File: config.mk
export PLATFORM = sky130hd
export DESIGN_NAME = fc_cpu_bus_master
export DESIGN_NICKNAME = d
export VERILOG_FILES = /design/src/rtl/fc_cpu_bus_master.sv
export SDC_FILE = /design/constraint.sdc
export NUM_CORES = 1
export LEC_CHECK = 0
export CAP_MARGIN = 20
export CORE_ASPECT_RATIO = 0.7
export CORE_MARGIN = 3
export CORE_UTILIZATION = 40
export DETAILED_ROUTE_END_ITERATION = 7
export PLACE_DENSITY_LB_ADDON = 0.2
export SYNTH_ARGS = -nofsm -noshare
export SYNTH_HDL_FRONTEND = slang
export SYNTH_SLANG_ARGS = --single-unit
File: constraint.sdc
create_clock -name osc50 -period 6.2 [get_ports osc50]
set_input_delay 0.93 -clock osc50 [delete_from_list [all_inputs] [get_ports osc50]]
set_output_delay 0.93 -clock osc50 [all_outputs]
set_load 0.1 [all_outputs]
File: src/rtl/fc_cpu_bus_master.sv
// fc_cpu_bus_master: Famicom cartridge CPU-side bus initiator.
// Generates a free-running M2 and turns each host command into one
// 6502-style read or write cycle. /ROMSEL is ~(A15 & M2), as on the console.
//
// Ports:
//   osc50, m2_rst            - system clock, async active-low reset
//   cmd_valid/ready/write/addr/wdata - one-entry host command buffer
//   rsp_valid, rsp_data      - one-clock read response pulse and held byte
//   m2, romsel, cpu_rw, cpu_addr, cpu_data_out, cpu_data_oe - cartridge edge
//   cpu_data_in              - data bus read back from the cartridge
//   irq, irq_seen            - /IRQ monitor, only with FC_BUS_IRQ_MON_EN
//
// Optional feature macro: FC_BUS_IRQ_MON_EN (synchronised sticky /IRQ flag,
// cleared by accepting a command at $FFFE).
module fc_cpu_bus_master #(
  parameter int unsigned CYCLE_CLKS = 28,
  parameter int unsigned M2_RISE    = 10,
  parameter int unsigned WDATA_ON   = 12,
  parameter int unsigned WDATA_HOLD = 2
) (
  input  logic        osc50,
  input  logic        m2_rst,
  input  logic        cmd_valid,
  output logic        cmd_ready,
  input  logic        cmd_write,
  input  logic [15:0] cmd_addr,
  input  logic [7:0]  cmd_wdata,
  output logic        rsp_valid,
  output logic [7:0]  rsp_data,
  output logic        m2,
  output logic        romsel,
  output logic        cpu_rw,
  output logic [14:0] cpu_addr,
  output logic [7:0]  cpu_data_out,
  output logic        cpu_data_oe,
  input  logic [7:0]  cpu_data_in
`ifdef FC_BUS_IRQ_MON_EN
  ,
  input  logic        irq,
  output logic        irq_seen
`endif
);

  localparam int unsigned PW = $clog2(CYCLE_CLKS);
  localparam logic [PW-1:0] PH_LAST = PW'(CYCLE_CLKS - 1);

  typedef enum logic {
    BUF_EMPTY = 1'b0,
    BUF_FULL  = 1'b1
  } buf_state_e;

  buf_state_e    buf_state_q, buf_state_d;
  logic [PW-1:0] phase_q, phase_d;
  logic          buf_write_q, buf_write_d;
  logic [15:0]   buf_addr_q, buf_addr_d;
  logic [7:0]    buf_wdata_q, buf_wdata_d;
  logic          cmd_ready_q, cmd_ready_d;
  logic          m2_q, m2_d;
  logic          romsel_q, romsel_d;
  logic          a15_q, a15_d;
  logic          cpu_rw_q, cpu_rw_d;
  logic [14:0]   cpu_addr_q, cpu_addr_d;
  logic [7:0]    cpu_data_out_q, cpu_data_out_d;
  logic          cpu_data_oe_q, cpu_data_oe_d;
  logic          rd_act_q, rd_act_d;
  logic          wr_act_q, wr_act_d;
  logic          pend_vld_q, pend_vld_d;
  logic [7:0]    pend_data_q, pend_data_d;
  logic          rsp_valid_q, rsp_valid_d;
  logic [7:0]    rsp_data_q, rsp_data_d;
  logic          accept_c;
  logic          issue_c;

  assign accept_c = cmd_valid & (buf_state_q == BUF_EMPTY);
  assign issue_c  = (phase_q == '0) & (buf_state_q == BUF_FULL);

  // State register
  always_ff @(posedge osc50 or negedge m2_rst) begin
    if (!m2_rst) begin
      buf_state_q    <= BUF_EMPTY;
      phase_q        <= '0;
      buf_write_q    <= 1'b0;
      buf_addr_q     <= '0;
      buf_wdata_q    <= '0;
      cmd_ready_q    <= 1'b1;
      m2_q           <= 1'b0;
      romsel_q       <= 1'b1;
      a15_q          <= 1'b0;
      cpu_rw_q       <= 1'b1;
      cpu_addr_q     <= '0;
      cpu_data_out_q <= '0;
      cpu_data_oe_q  <= 1'b0;
      rd_act_q       <= 1'b0;
      wr_act_q       <= 1'b0;
      pend_vld_q     <= 1'b0;
      pend_data_q    <= '0;
      rsp_valid_q    <= 1'b0;
      rsp_data_q     <= '0;
    end else begin
      buf_state_q    <= buf_state_d;
      phase_q        <= phase_d;
      buf_write_q    <= buf_write_d;
      buf_addr_q     <= buf_addr_d;
      buf_wdata_q    <= buf_wdata_d;
      cmd_ready_q    <= cmd_ready_d;
      m2_q           <= m2_d;
      romsel_q       <= romsel_d;
      a15_q          <= a15_d;
      cpu_rw_q       <= cpu_rw_d;
      cpu_addr_q     <= cpu_addr_d;
      cpu_data_out_q <= cpu_data_out_d;
      cpu_data_oe_q  <= cpu_data_oe_d;
      rd_act_q       <= rd_act_d;
      wr_act_q       <= wr_act_d;
      pend_vld_q     <= pend_vld_d;
      pend_data_q    <= pend_data_d;
      rsp_valid_q    <= rsp_valid_d;
      rsp_data_q     <= rsp_data_d;
    end
  end

  // Next-state and registered-output logic
  always_comb begin
    buf_state_d    = buf_state_q;
    buf_write_d    = buf_write_q;
    buf_addr_d     = buf_addr_q;
    buf_wdata_d    = buf_wdata_q;
    a15_d          = a15_q;
    cpu_rw_d       = cpu_rw_q;
    cpu_addr_d     = cpu_addr_q;
    cpu_data_out_d = cpu_data_out_q;
    cpu_data_oe_d  = cpu_data_oe_q;
    rd_act_d       = rd_act_q;
    wr_act_d       = wr_act_q;
    pend_vld_d     = pend_vld_q;
    pend_data_d    = pend_data_q;
    rsp_valid_d    = 1'b0;
    rsp_data_d     = rsp_data_q;
    phase_d        = (phase_q == PH_LAST) ? '0 : phase_q + PW'(1);

    case (buf_state_q)
      BUF_EMPTY: begin
        if (cmd_valid) begin
          buf_state_d = BUF_FULL;
          buf_write_d = cmd_write;
          buf_addr_d  = cmd_addr;
          buf_wdata_d = cmd_wdata;
        end
      end
      BUF_FULL: begin
        if (phase_q == '0) buf_state_d = BUF_EMPTY;
      end
    endcase
    cmd_ready_d = (buf_state_d == BUF_EMPTY);

    // Bus cycle boundary: load a buffered command or fall back to idle
    if (phase_q == '0) begin
      if (buf_state_q == BUF_FULL) begin
        a15_d      = buf_addr_q[15];
        cpu_addr_d = buf_addr_q[14:0];
        cpu_rw_d   = ~buf_write_q;
        rd_act_d   = ~buf_write_q;
        wr_act_d   = buf_write_q;
      end else begin
        a15_d    = 1'b0;
        cpu_rw_d = 1'b1;
        rd_act_d = 1'b0;
        wr_act_d = 1'b0;
      end
    end

    // Read data is taken on the last phase and presented on the next phase 0
    if ((phase_q == PH_LAST) && rd_act_q) begin
      rsp_valid_d = 1'b1;
      rsp_data_d  = cpu_data_in;
    end

    m2_d     = (phase_d >= PW'(M2_RISE));
    romsel_d = ~(a15_d & m2_d);

    // Write drive window spans into the next cycle's first phases
    if ((phase_d == PW'(WDATA_ON)) && wr_act_d) begin
      cpu_data_oe_d = 1'b1;
    end else if (phase_d == PW'(WDATA_HOLD)) begin
      cpu_data_oe_d = 1'b0;
    end

    // Keep driven write data stable; park the new byte until the hold ends
    if (issue_c) begin
      if (cpu_data_oe_d) begin
        pend_vld_d  = 1'b1;
        pend_data_d = buf_wdata_q;
      end else begin
        cpu_data_out_d = buf_wdata_q;
      end
    end else if (cpu_data_oe_q && !cpu_data_oe_d && pend_vld_q) begin
      cpu_data_out_d = pend_data_q;
      pend_vld_d     = 1'b0;
    end
  end

  assign cmd_ready    = cmd_ready_q;
  assign rsp_valid    = rsp_valid_q;
  assign rsp_data     = rsp_data_q;
  assign m2           = m2_q;
  assign romsel       = romsel_q;
  assign cpu_rw       = cpu_rw_q;
  assign cpu_addr     = cpu_addr_q;
  assign cpu_data_out = cpu_data_out_q;
  assign cpu_data_oe  = cpu_data_oe_q;

`ifdef FC_BUS_IRQ_MON_EN
  logic irq_s1_q, irq_s2_q;
  logic irq_seen_q, irq_seen_d;

  // /IRQ synchroniser and sticky flag; idles deasserted (high) from reset
  always_ff @(posedge osc50 or negedge m2_rst) begin
    if (!m2_rst) begin
      irq_s1_q   <= 1'b1;
      irq_s2_q   <= 1'b1;
      irq_seen_q <= 1'b0;
    end else begin
      irq_s1_q   <= irq;
      irq_s2_q   <= irq_s1_q;
      irq_seen_q <= irq_seen_d;
    end
  end

  // Accepting the $FFFE vector fetch acknowledges the interrupt
  always_comb begin
    irq_seen_d = irq_seen_q;
    if (accept_c && (cmd_addr == 16'hFFFE)) begin
      irq_seen_d = 1'b0;
    end else if (!irq_s2_q) begin
      irq_seen_d = 1'b1;
    end
  end

  assign irq_seen = irq_seen_q;
`endif

endmodule

==> metrics <==
most area-hungry cell type in the Yosys netlist dfrtp_1; routability congestion estimate between 0.7 and 0.8; Max Cap Viol 0; Final min period 2980 ps; unrepaired setup endpoints after global routing no; Root Buffer clkbuf_16; worst path cell trace clkdlybuf4s50_1; maximum fanout along the worst path 7; H-tree Lvls 3; final number of hold-violating endpoints 0; Synth Warn # 0; Ports 73; via/cell ratio around 4.8; PwrDens 326 nW/µm²; Seq/Total Area, Yosys 0.607; Reg clk slew, reported paths 50 ps; pre-CTS setup slack approximately 3600 ps; antenna fix cells 0; Sequential Power Share 0.422; status finished, final reports clean; TritonCTS Buffers 9; clock buffer depth 2; gr usage total 0.154; Hold Buf Count CTS 0; synthesized cell area 3310 µm²; worst IR drop on VDD around 0.21 mV; detailed-route DRC error count 0; Final Setup Violations 0; 1st-pass router iterations 4; WS Path Type flip-flop to output port; Critical Path RT between 5000 and 6000 ps; initial antenna violation count 0; Final Skew around 6.5 ps; wire per inst 14.8 µm; Net Switching between 0.0004 and 0.0005 W; Rel. slew slack 0.342; synth-to-layout area growth 33.4%; drt total wl around 6700 µm; post-CTS setup buffer count 0; Synth Net Count around 310; register bit total from synthesis 80; commonest non-fill, non-tap cell in the layout nand2_1; Syn Inst Count between 200 and 300; CP peak stage delay ~1200 ps; initial DRC count 98; global-route wire length before repair 11000 µm; Synth area leaders dfrtp_1, mux2_2, nand2_1, dfstp_2, ha_1; Largest delay share family, worst path buffers and inverters; Critical Path Slowest Stage Cell clkdlybuf4s50_1; Critical Path Source Type flip-flop; post-route ant nets 0; Internal Power between 0.0009 and 0.001 W; Synth top area share 0.583; global route total overflow 0; Max Freq ~340 MHz; # clock sinks 80; worst path buffer plus inverter count 1; Sw Share 0.319; Lkg Pwr 1.99 nW; Hold Path Class flip-flop to flip-flop; Worst setup EP type output port; Setup TNS Final 0 ps; final worst setup slack ~3200 ps; Port Buffer Count 72; fin crit share 0.480; vias in the first global route 2198; combinational share of power 0.222; Clk Latency, worst-skew pair around 330 ps; core area 7940 µm²; Fill cells 661; DPL Wire Length between 4000 and 5000 µm; starting density of the core 0.417; largest net degree at the start of global routing 81; Final nets between 300 and 400; post-CTS sizing 0; layout cell share with drive strength beyond 1 0.231; post-synth cell types 30; Worst EP arrival between 2000 and 2500 ps; via count around 2200; Die Span Y roughly 82 µm; Worst-Margin Slew a little under 1000 ps; Die Width about 110 µm; DIE AREA between 9000 and 10000 µm²; placement row count 27; most frequent cells in the layout nand2_1, dfrtp_1, clkdlybuf4s50_1; CTS tree yes; fin. max-slew vios 0; Clock power frac 0.355; Syn Area/Cell approximately 12 µm²
[path summary, 6_finish.rpt]
check                                    from               to  slack, ps  depth (start not counted)
worst min register to register  buf_addr_q[3]      cpu_addr[3]        460                          2
min in group asynchronous              m2_rst      cpu_data_oe        530                          1
worst max register to register     phase_q[0]  cpu_data_out[7]       3710                          7
max in group asynchronous              m2_rst           cpu_rw       5060                          2
worst max-delay path              cpu_data_oe      cpu_data_oe       3220                          1
worst min-delay path            buf_addr_q[3]      cpu_addr[3]        460                          2
[cell families after synthesis]
logic type | share of synthesized area
fa+ha+maj | 0.0151
simple gates | 0.124
mux | 0.176
buf+inv | 0.0306
flops | 0.607
compound gates | 0.0469
[per-stage QoR]
step           area (µm²)  power [W]  hold slack (ps)  instances  utilization
3_3_place_gp         4100   0.000932              445        434        0.516
5_1_grt              4410    0.00150              487        451        0.556
3_5_place_dp         4100   0.000935              449        434        0.516
6_report             4410    0.00144              460        451        0.556
2_1_floorplan        3310   0.000837              414        271            -
4_1_cts              4390    0.00145              465        450        0.552
[power groups by stage]
| stage | clock (W) | combinational, W | sequential (W) |
|---|---|---|---|
| after CTS | 0.000525 | 0.000321 | 0.000608 |
| after global placement | 0 | 0.000316 | 0.000615 |
| after global routing | 0.000549 | 0.000334 | 0.000615 |
| after detailed placement | 0 | 0.000319 | 0.000616 |
| after floorplan | 0 | 0.0000449 | 0.000793 |
| final | 0.000511 | 0.000319 | 0.000607 |
[per-layer routing]
layer	track usage	wire, µm	vias up
met5	0	0	-
met3	0.0574	493	6
met2	0.220	2860	65
met1	0.218	3240	1063
li1	-	-	1050
met4	0.0498	71	0
[final cells by class]
cell class / instances / area [µm²] / share of cell area
clock buffers: 10 / 229 / 0.0519
clock inverters: 6 / 58.8 / 0.0133
inverters: 8 / 30.0 / 0.00680
multi-input cells: 171 / 1200 / 0.272
flip-flops and latches: 80 / 2010 / 0.454
well taps: 101 / 126 / 0.0286
repair buffers: 75 / 761 / 0.172
[flip-flops by register name (all words and copies together) (netlist names)]
name	flops
buf_addr_q	16
cpu_addr	15
buf_wdata_q	8
cpu_data_out	8
pend_data_q	8
rsp_data	8
phase_q	5
a15_q	1
buf_state_q	1
buf_write_q	1
cmd_ready	1
cpu_data_oe	1
cpu_rw	1
m2	1
pend_vld_q	1
rd_act_q	1
romsel	1
rsp_valid	1
wr_act_q	1
[cell usage after synthesis]
library cell  number
a21bo_2            1
a21o_1             2
a21oi_1            6
a21oi_4            2
and2_1             1
and3_1             2
buf_2              3
buf_4              2
buf_6              2
clkbuf_1           5
dfrtp_1           77
dfstp_2            3
ha_1               4
inv_1              8
mux2_2            50
mux2i_1            2
nand2_1           79
nand2b_1           1
nand3_1            1
nand3b_1           1
nor2_1             4
nor2b_1            2
nor3b_1            1
nor3b_2            1
nor4b_4            1
o2111a_1           1
o21ai_0            5
o21ai_2            1
o221a_2            2
or3_1              1
Power figures use the tool's default switching activity.
